--- config.mk ---
export PLATFORM = sky130hd
export DESIGN_NAME = load_store_unit_flat
export DESIGN_NICKNAME = d
export VERILOG_FILES = /design/src/rtl/riscv_pkg.sv /design/src/rtl/load_store_unit_if.sv /design/src/rtl/lsu_byte_lane.sv /design/src/rtl/load_store_unit.sv /design/src/flat_wrapper.sv
export SDC_FILE = /design/constraint.sdc
export NUM_CORES = 1
export LEC_CHECK = 0
export ABC_CLOCK_PERIOD_IN_PS = 2700
export BUFFER_PORTS_ARGS = -buffer_cell sky130_fd_sc_hd__buf_2
export CAP_MARGIN = 20
export CORE_MARGIN = 8
export CORE_UTILIZATION = 35
export CTS_CLUSTER_SIZE = 8
export DETAILED_ROUTE_END_ITERATION = 6
export GPL_ROUTABILITY_DRIVEN = 0
export MAX_ROUTING_LAYER = met4
export RECOVER_POWER = 50
export SLEW_MARGIN = 0
export SYNTH_ARGS = -nofsm -noshare
export SYNTH_HDL_FRONTEND = slang
export SYNTH_HIERARCHICAL = 1
export SYNTH_SLANG_ARGS = --single-unit
export TNS_END_PERCENT = 5
--- constraint.sdc ---
create_clock -name clk -period 2.7 [get_ports clk]
set_input_delay 0.135 -clock clk [delete_from_list [all_inputs] [get_ports clk]]
set_output_delay 0.135 -clock clk [all_outputs]
set_load 0.01 [all_outputs]
--- src/rtl/riscv_pkg.sv ---
// -----------------------------------------------------------------------------
// riscv_pkg
// Shared definitions for the load/store path. This package holds the RISC-V
// memory funct3 codes, the LSU state enum, and small decode helpers for access
// size and funct3 legality.
// -----------------------------------------------------------------------------
package riscv_pkg;

  localparam logic [2:0] F3_B  = 3'b000;
  localparam logic [2:0] F3_H  = 3'b001;
  localparam logic [2:0] F3_W  = 3'b010;
  localparam logic [2:0] F3_BU = 3'b100;
  localparam logic [2:0] F3_HU = 3'b101;

  typedef enum logic {
    IDLE,
    SECOND
  } lsu_state_t;

  // Access size in bytes. Code 11 is illegal and is caught by the fault logic.
  // Word size is returned for it so that the value is always defined.
  function automatic logic [2:0] access_size(input logic [2:0] funct3);
    case (funct3[1:0])
      2'b00:   return 3'd1;
      2'b01:   return 3'd2;
      default: return 3'd4;
    endcase
  endfunction

  function automatic logic funct3_legal(input logic we, input logic [2:0] funct3);
    if (we)
      return funct3 inside {F3_B, F3_H, F3_W};
    else
      return funct3 inside {F3_B, F3_H, F3_W, F3_BU, F3_HU};
  endfunction

endpackage

--- src/rtl/load_store_unit_if.sv ---
// -----------------------------------------------------------------------------
// load_store_unit_if
// This interface bundles the core request/response signals and the data
// memory port of the load/store unit.
//   req_*      : memory instruction from the execute stage
//   stall/done : handshake back to the core; fault reports a rejected access
//   load_data  : extended load result
//   mem_*      : word-organised data memory port. Reads are combinational.
//   slave  modport : the LSU itself
//   master modport : the core plus the data memory around it
// -----------------------------------------------------------------------------
interface load_store_unit_if;

  logic        req_valid;
  logic        req_we;
  logic [2:0]  req_funct3;
  logic [31:0] req_addr;
  logic [31:0] req_wdata;
  logic        stall;
  logic        done;
  logic [31:0] load_data;
  logic        fault;
  logic [31:0] mem_addr;
  logic        mem_read;
  logic        mem_write;
  logic [31:0] mem_wdata;
  logic [31:0] mem_rdata;

  modport slave (
    input  req_valid, req_we, req_funct3, req_addr, req_wdata, mem_rdata,
    output stall, done, load_data, fault, mem_addr, mem_read, mem_write, mem_wdata
  );

  modport master (
    output req_valid, req_we, req_funct3, req_addr, req_wdata, mem_rdata,
    input  stall, done, load_data, fault, mem_addr, mem_read, mem_write, mem_wdata
  );

endinterface

--- src/rtl/lsu_byte_lane.sv ---
// -----------------------------------------------------------------------------
// lsu_byte_lane
// This is the purely combinational byte steering block for the LSU.
//   word       : current memory word (mem_rdata)
//   offset     : byte offset of the access inside word A
//   size       : access size in bytes (1, 2 or 4)
//   data       : store data (rs2)
//   second     : 1 while the second word (A+1) of a split access is addressed
//   hold       : bytes off..3 of word A, shifted down to bit 0
//   zero_ext   : 1 for LBU/LHU
//   store_word : word with the addressed bytes replaced, for read-modify-write
//   load_value : extracted and extended load result
// -----------------------------------------------------------------------------
module lsu_byte_lane (
  input  logic [31:0] word,
  input  logic [1:0]  offset,
  input  logic [2:0]  size,
  input  logic [31:0] data,
  input  logic        second,
  input  logic [31:0] hold,
  input  logic        zero_ext,
  output logic [31:0] store_word,
  output logic [31:0] load_value
);

  logic [3:0]  lo;
  logic [3:0]  hi;
  logic [3:0]  pos;
  logic [3:0]  rel;
  logic [31:0] raw;

  assign lo = {2'b00, offset};
  assign hi = lo + {1'b0, size};

  // Byte positions are counted across the two-word window {A+1, A}.
  // Byte i of the current word sits at position i, or at i+4 in the
  // second cycle. A position in [off, off+n) takes data byte (pos - off).
  always_comb begin
    store_word = word;
    pos        = '0;
    rel        = '0;
    for (int i = 0; i < 4; i++) begin
      pos = {1'b0, second, 2'(i)};
      rel = pos - lo;
      if (pos >= lo && pos < hi)
        store_word[8*i +: 8] = data[8*rel[1:0] +: 8];
    end
  end

  // In the second cycle the low bytes of word A+1 are stacked above the held
  // bytes of word A. The size mask below drops any bytes beyond n.
  always_comb begin
    if (second)
      raw = hold | (word << (6'd32 - {1'b0, offset, 3'b000}));
    else
      raw = word >> {offset, 3'b000};

    case (size)
      3'd1:    load_value = zero_ext ? {24'h0, raw[7:0]}  : {{24{raw[7]}}, raw[7:0]};
      3'd2:    load_value = zero_ext ? {16'h0, raw[15:0]} : {{16{raw[15]}}, raw[15:0]};
      default: load_value = raw;
    endcase
  end

endmodule

--- src/rtl/load_store_unit.sv ---
// -----------------------------------------------------------------------------
// load_store_unit
// This block sits between the execute stage and a word-organised data memory.
// It adds byte, halfword and word accesses, sign and zero extension, and
// misaligned access splitting. Sub-word stores use read-modify-write. An access
// that straddles two words takes two cycles while the core is stalled.
//   clk, reset : clock and asynchronous active-high reset
//   bus        : core request/response and data memory port (slave modport)
//   split_cnt  : saturating count of completed split accesses
// -----------------------------------------------------------------------------
module load_store_unit
  import riscv_pkg::*;
#(
  parameter int MEM_WORDS = 64,
  parameter int CNT_W     = 16
) (
  input  logic               clk,
  input  logic               reset,
  load_store_unit_if.slave   bus,
  output logic [CNT_W-1:0]   split_cnt
);

  lsu_state_t  state_q;
  lsu_state_t  state_d;
  logic [31:0] hold_q;

  logic [1:0]  off;
  logic [2:0]  size;
  logic [31:0] addr_a;
  logic [31:0] addr_b;
  logic        is_split;
  logic        out_of_range;
  logic        req_fault;
  logic        in_second;
  logic [31:0] lane_store;
  logic [31:0] lane_load;

  assign off          = bus.req_addr[1:0];
  assign size         = access_size(bus.req_funct3);
  assign addr_a       = {2'b00, bus.req_addr[31:2]};
  assign addr_b       = addr_a + 32'd1;
  assign is_split     = ({2'b00, off} + {1'b0, size}) > 4'd4;
  assign out_of_range = (addr_a >= 32'(MEM_WORDS)) ||
                        (is_split && addr_b >= 32'(MEM_WORDS));
  assign req_fault    = !funct3_legal(bus.req_we, bus.req_funct3) || out_of_range;
  assign in_second    = (state_q == SECOND);

  lsu_byte_lane u_lane (
    .word       (bus.mem_rdata),
    .offset     (off),
    .size       (size),
    .data       (bus.req_wdata),
    .second     (in_second),
    .hold       (hold_q),
    .zero_ext   (bus.req_funct3[2]),
    .store_word (lane_store),
    .load_value (lane_load)
  );

  always_ff @(posedge clk or posedge reset) begin
    if (reset)
      state_q <= IDLE;
    else
      state_q <= state_d;
  end

  // The FSM stays in SECOND for exactly one cycle. That cycle either finishes
  // the access or, with req_valid low, abandons it.
  always_comb begin
    state_d = state_q;
    case (state_q)
      IDLE:   if (bus.req_valid && !req_fault && is_split) state_d = SECOND;
      SECOND: state_d = IDLE;
    endcase
  end

  // Faults are only decoded in IDLE. The core holds the request stable during
  // a split, so a request that reached SECOND was already found legal.
  always_comb begin
    bus.stall     = 1'b0;
    bus.done      = 1'b0;
    bus.fault     = 1'b0;
    bus.load_data = '0;
    bus.mem_addr  = addr_a;
    bus.mem_read  = 1'b0;
    bus.mem_write = 1'b0;
    bus.mem_wdata = lane_store;
    if (bus.req_valid) begin
      if (in_second) begin
        bus.mem_addr  = addr_b;
        bus.mem_read  = 1'b1;
        bus.mem_write = bus.req_we;
        bus.done      = 1'b1;
        bus.load_data = bus.req_we ? 32'h0 : lane_load;
      end else if (req_fault) begin
        bus.done  = 1'b1;
        bus.fault = 1'b1;
      end else begin
        bus.mem_read  = 1'b1;
        bus.mem_write = bus.req_we;
        if (is_split) begin
          bus.stall = 1'b1;
        end else begin
          bus.done      = 1'b1;
          bus.load_data = bus.req_we ? 32'h0 : lane_load;
        end
      end
    end
  end

  // hold_q keeps bytes off..3 of word A, shifted down to bit 0, for a split
  // load. split_cnt counts on the edge that ends a completed SECOND cycle.
  always_ff @(posedge clk or posedge reset) begin
    if (reset) begin
      hold_q    <= '0;
      split_cnt <= '0;
    end else begin
      if (!in_second && state_d == SECOND && !bus.req_we)
        hold_q <= bus.mem_rdata >> {off, 3'b000};
      if (in_second && bus.req_valid && split_cnt != '1)
        split_cnt <= split_cnt + CNT_W'(1);
    end
  end

endmodule

--- src/flat_wrapper.sv ---
// flat-port wrapper written by rule: the top's interface ports become plain ports
module load_store_unit_flat import riscv_pkg::*;
#(
  parameter int MEM_WORDS = 64,
  parameter int CNT_W     = 16
)
  (clk, reset, split_cnt, bus_req_valid, bus_req_we, bus_req_funct3, bus_req_addr, bus_req_wdata, bus_mem_rdata, bus_stall, bus_done, bus_load_data, bus_fault, bus_mem_addr, bus_mem_read, bus_mem_write, bus_mem_wdata);
  load_store_unit_if bus_i ();
  input  logic clk;
  input  logic reset;
  output logic [CNT_W-1:0] split_cnt;
  input wire logic [$bits(bus_i.req_valid)-1:0] bus_req_valid;
  input wire logic [$bits(bus_i.req_we)-1:0] bus_req_we;
  input wire logic [$bits(bus_i.req_funct3)-1:0] bus_req_funct3;
  input wire logic [$bits(bus_i.req_addr)-1:0] bus_req_addr;
  input wire logic [$bits(bus_i.req_wdata)-1:0] bus_req_wdata;
  input wire logic [$bits(bus_i.mem_rdata)-1:0] bus_mem_rdata;
  output wire logic [$bits(bus_i.stall)-1:0] bus_stall;
  output wire logic [$bits(bus_i.done)-1:0] bus_done;
  output wire logic [$bits(bus_i.load_data)-1:0] bus_load_data;
  output wire logic [$bits(bus_i.fault)-1:0] bus_fault;
  output wire logic [$bits(bus_i.mem_addr)-1:0] bus_mem_addr;
  output wire logic [$bits(bus_i.mem_read)-1:0] bus_mem_read;
  output wire logic [$bits(bus_i.mem_write)-1:0] bus_mem_write;
  output wire logic [$bits(bus_i.mem_wdata)-1:0] bus_mem_wdata;
  assign bus_i.req_valid = bus_req_valid;
  assign bus_i.req_we = bus_req_we;
  assign bus_i.req_funct3 = bus_req_funct3;
  assign bus_i.req_addr = bus_req_addr;
  assign bus_i.req_wdata = bus_req_wdata;
  assign bus_i.mem_rdata = bus_mem_rdata;
  assign bus_stall = bus_i.stall;
  assign bus_done = bus_i.done;
  assign bus_load_data = bus_i.load_data;
  assign bus_fault = bus_i.fault;
  assign bus_mem_addr = bus_i.mem_addr;
  assign bus_mem_read = bus_i.mem_read;
  assign bus_mem_write = bus_i.mem_write;
  assign bus_mem_wdata = bus_i.mem_wdata;
  load_store_unit #(.MEM_WORDS(MEM_WORDS), .CNT_W(CNT_W)) u_core (.clk(clk), .reset(reset), .bus(bus_i), .split_cnt(split_cnt));
endmodule
==> results.py <==
metrics = {
    "cells_and_area": {
        "layout.cells.non_filler": 1203,
        "seqCellArea_sq_um": 1230,
        "n_fill_cell": 1919,
        "multi_input_area_sq_um": 4890,
        "diodes": 0,
        "drive_gt1_share_pct": 32.9,
        "fin_util_pct": 43.4,
        "finish.net_count": 1084,
        "syn_to_final_growth_pct": 22.9,
        "design_area_sq_um": 8030,
    },
    "timing": {
        "hold_viol_final": 0,
        "period_needed_ns": 2.62,
        "finalSetupViolations": 0,
        "fin_skew_ns": 0.0156,
        "worst_pin_slew_ns": 0.976,
        "finalCritPeriodShare_pct": 97.0,
        "max_slew_margin_pct": 34.8,
        "tns_ns": 0,
        "fmax_mhz": 382,
        "slew_viol_final": 0,
        "rsz0062_at_grt": "false",
    },
    "clock_network": {
        "clk-insertion-delay-late_ns": 0.31,
        "clkSinkCount": 49,
        "cts_tree": "done",
        "path_clk_slew_ns": 0.07,
        "cts_made_buffers": 5,
        "clockBufferDepth": 2,
        "ctsHtreeMaxLevel": 2,
        "cts_setup_buffers": 0,
        "clock-root-buffer": "clkbuf_16",
    },
    "min_path": {
        "hold_path_class": "input port to flip-flop",
        "hold_depth": 3,
    },
    "setup_path": {
        "required_ns": 2.57,
        "crit_chain": "buf_4 > inv_1 > ha_1 > nor3b_1 > a221o_1 > a22oi_1 > o211ai_1 > and2_1 > buf_2",
        "crit_buf_inv": 3,
        "crit_cells": 9,
        "arrival_ns": 2.48,
        "slowest_delay_ns": 0.83,
        "cp-start-kind": "input port",
        "crit_fanout": 8,
        "end_kind": "primary output",
        "r2r_cells": 5,
        "crit_family": "simple AND/OR/NAND/NOR gates",
        "path_class": "input port to primary output",
        "slowest_stage": "nor3b_1",
    },
    "power_and_ir_drop": {
        "internal_power_uw": 1590,
        "power_switching_uw": 870,
        "pwr_density_cell_nw_per_um2": 307,
        "p_leak_uw": 0.00376,
        "pwr-share-seq_pct": 29.8,
        "power_uw": 2460,
        "combPwrFrac_pct": 39.5,
        "clockPowerShare_pct": 30.8,
        "vdd_drop_max_mv": 0.324,
        "swShare_pct": 35.3,
    },
    "floorplan": {
        "die_area_sq_um": 23300,
        "rows": 50,
        "start_util_pct": 35.3,
        "die_y_microns": 153,
        "die_w_microns": 153,
        "ios": 220,
        "coreArea_sq_um": 18500,
    },
    "yosys": {
        "ys_ff_latch": 49,
        "syn_inst": 769,
        "ys_seq_area_share_pct": 18.8,
        "async_flop_share_pct": 100,
        "synth.distinct_cells": 71,
        "yosys_warnings": 6,
        "synth_nets": 885,
        "synth_area_sq_um": 6540,
        "synth_edf_count": 0,
        "ys.flop_type": "dfrtp_1",
        "avgSynthCellArea_sq_um": 8.50,
    },
    "place": {
        "port_buffers": 218,
        "hpwl_mm": 18.0,
        "post-place-cells": 1194,
        "placed_area_sq_um": 7900,
    },
    "grt": {
        "groute.usage.overall_pct": 19.8,
        "grt_overflow": 0,
        "grt_first_pass_wirelength_mm": 37.0,
        "grt_pass1_vias": 6846,
        "antenna_found_initial": 0,
        "grt_max_degree": 94,
    },
    "drt": {
        "drt-wirelength-per-cell_microns": 19.6,
        "drc": 0,
        "viasPerCell": 5.61,
        "num_vias": 6747,
        "first_pass_iters": 5,
        "wl_mm": 23.6,
        "drtIter0Drc": 451,
        "ant_nets": 0,
    },
    "outcome": {
        "status": "completed",
    },
    "flow_run": {
        "drv_cap": 0,
    },
}
==> metal layers <==
layer | global-route usage (%) | vias to the layer above | routed length [microns]
met5 | - | - | 0
li1 | - | 3226 | -
met1 | 23.6 | 3183 | 9830
met3 | 3.77 | 31 | 1790
met2 | 33.1 | 307 | 11500
met4 | 6.08 | 0 | 478
==> kinds of logic after synthesis <==
| kind of cell | count (synthesis) | synth area share [%] |
|---|---|---|
| compound gates | 174 | 18.5 |
| buf+inv | 84 | 6.64 |
| mux | 134 | 26.2 |
| fa+ha+maj | 13 | 2.72 |
| flops | 49 | 18.8 |
| other cells | 1 | 0.0574 |
| simple gates | 269 | 21.1 |
| xor+xnor | 45 | 6.03 |
==> flip-flops by register name, summed over array words and instances (netlist names) <==
signal / count
u_core/hold_q: 32
u_core/split_cnt: 16
u_core/in_second: 1
==> Yosys cell counts, types with 3 or more instances <==
master | n | area [sq um]
a22oi_1 | 7 | 52.6
a211oi_1 | 19 | 143
nand4_1 | 12 | 75.1
buf_6 | 11 | 124
clkbuf_2 | 3 | 15.0
xnor2_1 | 25 | 219
nor4_1 | 6 | 37.5
a2111oi_0 | 6 | 52.6
a21oi_1 | 35 | 175
o21ai_1 | 3 | 15.0
o211ai_1 | 14 | 105
mux4_2 | 16 | 360
nor3b_1 | 4 | 30.0
a221oi_1 | 6 | 52.6
o21ai_0 | 42 | 210
clkbuf_1 | 20 | 75.1
buf_1 | 5 | 18.8
nor2_1 | 47 | 176
nor3_1 | 11 | 55.1
buf_4 | 5 | 37.5
ha_1 | 11 | 138
mux2i_1 | 46 | 460
inv_1 | 29 | 109
o21a_1 | 3 | 22.5
nand2_1 | 91 | 342
and4_1 | 5 | 43.8
nand2b_1 | 10 | 62.6
o311ai_0 | 6 | 52.6
and2_1 | 34 | 213
mux2_4 | 22 | 330
a221o_1 | 6 | 60.1
o31ai_1 | 7 | 52.6
nand3_1 | 17 | 85.1
xor2_1 | 20 | 175
nor2b_1 | 12 | 75.1
buf_2 | 11 | 55.1
and3_1 | 5 | 31.3
mux2_2 | 49 | 552
dfrtp_1 | 49 | 1230
==> cell type report <==
cell class                      count  area share, %
Clock buffer                        5           1.56
Sequential cell                    49           15.3
Timing Repair Buffer              247           16.7
Inverter                           29           1.36
Tap cell                          234           3.64
Clock inverter                      3          0.545
Multi-Input combinational cell    636           60.9
==> worst register-to-register path, stage by stage (launching register included) <==
cell	delay, ns
dfrtp_1	0.41
nand2_1	0.11
or3_1	0.41
or3_1	0.46
nand2_1	0.18
mux2_2	0.35
==> layout by cell type (no fill, tap or decap), types with 22 or more instances in the layout <==
cell	count
buf_2	180
nor2_1	46
xnor2_1	25
mux2i_1	46
a21oi_1	35
nand2_1	91
mux2_4	22
and2_1	33
mux2_2	49
o21ai_0	42
clkbuf_1	37
dfrtp_1	49
inv_1	29
==> power by group through the flow <==
stage               Clock [uW]  Combinational (uW)  Sequential (uW)
floorplan                    0                 588              748
global placement             0                 968              748
detailed placement           0                 974              748
CTS                        777                 979              733
global route               796                1060              733
finish                     758                 973              733
==> final timing paths <==
path	end	start	slack, ns
worst max-delay path	bus_load_data[24]	bus_req_addr[1]	0.08
worst min-delay path	u_core/hold_q[30]$_DFFE_PP0P_	bus_mem_rdata[30]	0.16
worst max register to register	u_core/split_cnt[1]$_DFFE_PP0P_	u_core/split_cnt[12]$_DFFE_PP0P_	0.69
worst min register to register	u_core/split_cnt[13]$_DFFE_PP0P_	u_core/split_cnt[13]$_DFFE_PP0P_	0.50
max in group asynchronous	u_core/hold_q[12]$_DFFE_PP0P_	reset	0.85
min in group asynchronous	u_core/split_cnt[10]$_DFFE_PP0P_	reset	0.50
==> metrics by stage <==
stage	setup WS (ns)	hold slack (ns)
2_1_floorplan	0.0367	0.269
3_3_place_gp	0.0478	0.151
3_5_place_dp	0.00308	0.155
4_1_cts	0.0607	0.147
5_1_grt	0.00568	0.170
6_report	0.0804	0.156
==> repair_timing <==
action | in CTS | in global routing
gates resized for setup | 1 | 2
setup endpoints to repair | 1 | 3
hold buffers | 1 | 0
hold endpoints to repair | 17 | 0
(Power assumes the default switching activity.)
